**src/rtl/regf_pkg.sv**
```systemverilog
// Shared sizing and FSM state type for the register-file dump client.
package regf_pkg;

  localparam int unsigned REGF_AW    = 5;
  localparam int unsigned REGF_DW    = 32;
  localparam int unsigned REGF_NREGS = 32;

  typedef enum logic [1:0] {
    StIdle,
    StLoad,
    StSend,
    StDone
  } dump_state_e;

endpackage

```
**src/rtl/regf_dump.sv**
```systemverilog
// Walks the register file through one async read port and streams each value out on valid/ready.
// Build option REGF_DUMP_SKIP_X0_EN starts the walk at x1, so x0 is not sent.
module regf_dump
  import regf_pkg::*;
#(
  parameter int unsigned NREGS = REGF_NREGS,
  parameter int unsigned AW    = REGF_AW,
  parameter int unsigned DW    = REGF_DW
) (
  input  logic          i_clk,
  input  logic          i_rst,
  input  logic          i_start,
  output logic          o_busy,
  output logic          o_done,
  output logic [AW-1:0] o_rf_raddr,
  input  logic [DW-1:0] i_rf_rdata,
  output logic          o_m_valid,
  input  logic          i_m_ready,
  output logic [DW-1:0] o_m_data,
  output logic [AW-1:0] o_m_index,
  output logic          o_m_last
);

`ifdef REGF_DUMP_SKIP_X0_EN
  localparam logic [AW-1:0] FirstIdx = AW'(1);
`else
  localparam logic [AW-1:0] FirstIdx = '0;
`endif
  localparam logic [AW-1:0] LastIdx = AW'(NREGS - 1);

  dump_state_e   r_state, w_state_d;
  logic [AW-1:0] r_idx, w_idx_d;
  logic          r_m_valid, w_m_valid_d;
  logic [DW-1:0] r_m_data, w_m_data_d;
  logic [AW-1:0] r_m_index, w_m_index_d;
  logic          r_m_last, w_m_last_d;
  logic          w_done;

  always_comb begin
    w_state_d   = r_state;
    w_idx_d     = r_idx;
    w_m_valid_d = r_m_valid;
    w_m_data_d  = r_m_data;
    w_m_index_d = r_m_index;
    w_m_last_d  = r_m_last;
    w_done      = 1'b0;
    case (r_state)
      StIdle: begin
        if (i_start) begin
          w_idx_d   = FirstIdx;
          w_state_d = StLoad;
        end
      end
      StLoad: begin
        // Capture the async read now; later file writes must not disturb this word.
        w_m_data_d  = i_rf_rdata;
        w_m_index_d = r_idx;
        w_m_last_d  = (r_idx == LastIdx);
        w_m_valid_d = 1'b1;
        w_state_d   = StSend;
      end
      StSend: begin
        if (r_m_valid && i_m_ready) begin
          w_m_valid_d = 1'b0;
          if (r_idx == LastIdx) begin
            w_state_d = StDone;
          end else begin
            w_idx_d   = r_idx + 1'b1;
            w_state_d = StLoad;
          end
        end
      end
      StDone: begin
        w_done     = 1'b1;
        w_m_last_d = 1'b0;
        w_idx_d    = '0;
        w_state_d  = StIdle;
      end
      default: w_state_d = StIdle;
    endcase
  end

  always_ff @(posedge i_clk) begin
    if (i_rst) begin
      r_state   <= StIdle;
      r_idx     <= '0;
      r_m_valid <= 1'b0;
      r_m_data  <= '0;
      r_m_index <= '0;
      r_m_last  <= 1'b0;
    end else begin
      r_state   <= w_state_d;
      r_idx     <= w_idx_d;
      r_m_valid <= w_m_valid_d;
      r_m_data  <= w_m_data_d;
      r_m_index <= w_m_index_d;
      r_m_last  <= w_m_last_d;
    end
  end

  assign o_busy     = (r_state != StIdle);
  assign o_done     = w_done;
  assign o_rf_raddr = r_idx;
  assign o_m_valid  = r_m_valid;
  assign o_m_data   = r_m_data;
  assign o_m_index  = r_m_index;
  assign o_m_last   = r_m_last;

endmodule
```
**config.mk**
```make
export PLATFORM = sky130hd
export DESIGN_NAME = regf_dump
export DESIGN_NICKNAME = d
export VERILOG_FILES = /design/src/rtl/regf_pkg.sv /design/src/rtl/regf_dump.sv
export SDC_FILE = /design/constraint.sdc
export NUM_CORES = 1
export LEC_CHECK = 0
export ABC_AREA = 1
export ABC_CLOCK_PERIOD_IN_PS = 1800
export BUFFER_PORTS_ARGS = -buffer_cell sky130_fd_sc_hd__buf_2
export CAP_MARGIN = 15
export CELL_PAD_IN_SITES_DETAIL_PLACEMENT = 1
export CELL_PAD_IN_SITES_GLOBAL_PLACEMENT = 2
export CORE_UTILIZATION = 24
export CTS_BUF_LIST = sky130_fd_sc_hd__clkbuf_8 sky130_fd_sc_hd__clkbuf_16
export CTS_CLUSTER_DIAMETER = 100
export DETAILED_ROUTE_END_ITERATION = 16
export GPL_TIMING_DRIVEN = 1
export PLACE_DENSITY = 0.82
export SLEW_MARGIN = 20
export SYNTH_ARGS = -nofsm -noshare
export SYNTH_HDL_FRONTEND = slang
export SYNTH_SLANG_ARGS = --single-unit
```
**constraint.sdc**
```tcl
create_clock -name i_clk -period 1.8 [get_ports i_clk]
set_clock_uncertainty 0.1 [all_clocks]
set_input_delay 0.36 -clock i_clk [delete_from_list [all_inputs] [get_ports i_clk]]
set_output_delay 0.36 -clock i_clk [all_outputs]
set_load 0.005 [all_outputs]
```
==> qor.yml <==
run_status:
  outcome: "complete, no violations"
timing:
  hold_violations: 0
  fin_setup_tns_ns: 0
  maxClockFrequency_mhz: 615.1
  maxSlewViolCount: 0
  slew_headroom: 0.5292
  post-route-period-util: 0.9031
  whs_ns: 0.1891
  worstMarginPinSlew_ns: 0.7062
  period_needed_ns: 1.626
  setup_viol: 0
final_layout:
  layout-drive-gt1-share: 0.3322
  areaGrowthSynthToFinish_pct: 35.70
  multi_input_comb_area_um2: 701.9
  diodes: 0
  seqCellArea_um2: 922.1
  final_nets: 344
  nFillCells: 865
global_route:
  grt_pass1_wl_um: 7541
  grt_overflow: 0
  antenna_found_initial: 0
  globalRouteTotalUtil: 0.1294
  grt_max_degree: 44
  grt_pass1_vias: 1643
place:
  portBuffers: 81
  gp_congestion: 0.7267
  dpl.hpwl_um: 3312
pwr:
  peakVddDrop_v: 0.0004473
  p_per_area_nw_per_um2: 1070
  p_leak_nw: 1.146
clock_network:
  htreeDepth: 2
  cts_tree: "yes"
  cts-root-buf: "clkbuf_8"
  clock_path_buffers: 2
  clock_sinks: 46
  cts.clk_slew.worst_paths_ns: 0.09
  clk_latency_ns: 0.29
  cts_buffers: 5
  postCtsSetupRepairBufs: 0
route:
  drc: 0
  vias_per_cell: 4.216
  wl_per_cell_um: 11.37
  ant_nets: 0
  wirelength_um: 4581
  drtIter0Drc: 54
  dr.pass1.iters: 2
  vias: 1699
worst_setup_path:
  crit_top_cell: "nor2_1"
  cp-startpoint: "o_rf_raddr[0]$_SDFFE_PP0P_"
  cpMaxStageDelayCell: "dfxtp_1"
  rr_startpoint: "o_rf_raddr[0]$_SDFFE_PP0P_"
  worst-path-stages: 10
  rr_worst_depth: 10
  crit_path_cell_trace: "ha_1, nand2_1, nor2_1, ha_1, nand3_2, nand2_4, nor2_8, inv_2, nor2_1, nor2_1"
  path_buf_inv: 1
  cp-endpoint: "o_rf_raddr[1]$_SDFFE_PP0P_"
  crit_arrival_ns: 1.72
  crit_family: "simple AND/OR/NAND/NOR gates"
  rrSetupSlack_ns: 0.17
  cp_slowest_stage_delay_ns: 0.36
  cp.required_ns: 1.89
  crit_type: "reg2reg"
  reg2reg_to: "o_rf_raddr[1]$_SDFFE_PP0P_"
  cp-start-kind: "register"
  crit_fanout: 8
  endpoint_kind: "register"
run:
  drv_cap: 0
logic_synthesis:
  synth-edff-count: 0
  netlist_top_cells_count: "77 x nor2_1, 46 x dfxtp_1, 40 x o21ai_0"
  async_reset_ff_frac: 0
  ys.flop_type: "dfxtp_1"
  syn_inst: 225
  syn_nets: 263
  synth_area_leader_cell: "dfxtp_1"
  syn_area_per_cell_um2: 7.663
  synth.top_cell.area_share: 0.5341
  yosysSeqAreaShare: 0.5341
  synth_area_leaders: "dfxtp_1 53%, nor2_1 17%, o21ai_0 12%"
  syn-cell-area_um2: 1724
  ys.warnings.count: 0
  yosysMostFrequentCell: "nor2_1"
  ys_seq_elements: 46
  ys_types: 21
die:
  rows: 30
  core-area_um2: 6869
  dieArea_um2: 7527
  die_x_um: 86.76
  initial_core_util: 0.2510
  ioPinCount: 82
  die_h_um: 86.76
worst_hold_path:
  hp-class: "in2reg"
area by class of cell:
type / count / area share
timing repair buffer: 85 / 0.1914
tap: 96 / 0.05134
inverter: 15 / 0.02406
multi-input combinational: 153 / 0.3000
sequential: 46 / 0.3941
clock buffer: 6 / 0.03529
clock inverter: 2 / 0.003743
kinds of logic (layout without fill, tap and decap cells):
family | after synthesis | count (layout) | share of synthesized area
AOI/OAI and AO/OA | 51 | 51 | 0.1495
adders and majority gates | 2 | 2 | 0.01451
buffers and inverters | 26 | 108 | 0.06168
DFF | 46 | 46 | 0.5341
and+or+nand+nor | 100 | 100 | 0.2402
how the worst min path moves through the flow:
| stage | start | endpoint | slack (ns) | depth (start not counted) |
|---|---|---|---|---|
| after floorplan | i_rst | o_m_last$_SDFFE_PP0P_ | 0.33 | 1 |
| after global placement | o_m_data[2]$_SDFFE_PP0P_ | o_m_data[2]$_SDFFE_PP0P_ | 0.36 | 2 |
| after detailed placement | o_m_last$_SDFFE_PP0P_ | o_m_last$_SDFFE_PP0P_ | 0.36 | 2 |
| after CTS | i_m_ready | o_m_valid$_SDFFE_PP0P_ | 0.18 | 2 |
| after global routing | i_rst | o_rf_raddr[2]$_SDFFE_PP0P_ | 0.18 | 2 |
| final | i_m_ready | o_m_valid$_SDFFE_PP0P_ | 0.19 | 2 |
registers in the layout (all words and copies together) (netlist names):
register    cells
o_rf_raddr      5
r_state         2
o_m_last        1
o_m_index       5
o_m_valid       1
o_m_data       32
placed cells by master, fill, tap and decap left out, types with 2 or more instances in the layout:
master     n
nand3_1    3
ha_1       2
nor2_1    77
inv_2      4
dfxtp_1   45
nand2_1   13
buf_4      3
nand2_2    2
a31oi_1    2
o21ai_1    2
a21oi_1    7
buf_2     81
inv_1     12
o21ai_0   40
clkbuf_8   6
report_power, final:
group / switching (mW) / internal, mW / total, mW
Combinational: 0.347 / 0.264 / 0.611
Clock: 0.340 / 0.305 / 0.645
Sequential: 0.0845 / 1.16 / 1.25
Total: 0.771 / 1.73 / 2.50
metal layers:
metal  part of all wire  wire length (µm)  vias to the layer above  GRT usage
li1                   -                 -                      875          -
met3              0.064               295                        2    0.03810
met2               0.48              2179                       54     0.2323
met4             0.0044                20                        0    0.03636
met1               0.46              2086                      768     0.1487
met5                  0                 0                        -          0
metrics by stage:
step                      std cells  cell area [µm²]  worst slack (ns)  utilization  total power [mW]
after floorplan                 225             1724            0.2463            -             1.628
after detailed placement        395             2242            0.1314       0.3264             1.907
after global placement          395             2242            0.1791       0.3264             1.888
after CTS                       403             2333            0.1104       0.3397             2.569
final                           403             2340            0.1743       0.3406             2.504
after global routing            403             2340         -0.001817       0.3406             2.717
worst reg2reg max path: cells and delay by family, from the launching register on:
family / cells / cell delay (ns)
simple gates: 7 / 0.60
buf+inv: 1 / 0.05
fa+ha+maj: 2 / 0.42
flops: 1 / 0.36
repair_timing:
item	CTS	global route
setup endpoints to repair	0	5
resized for setup	0	2
hold buffers	0	0
Note: power is estimated with default switching activity, not from simulation.
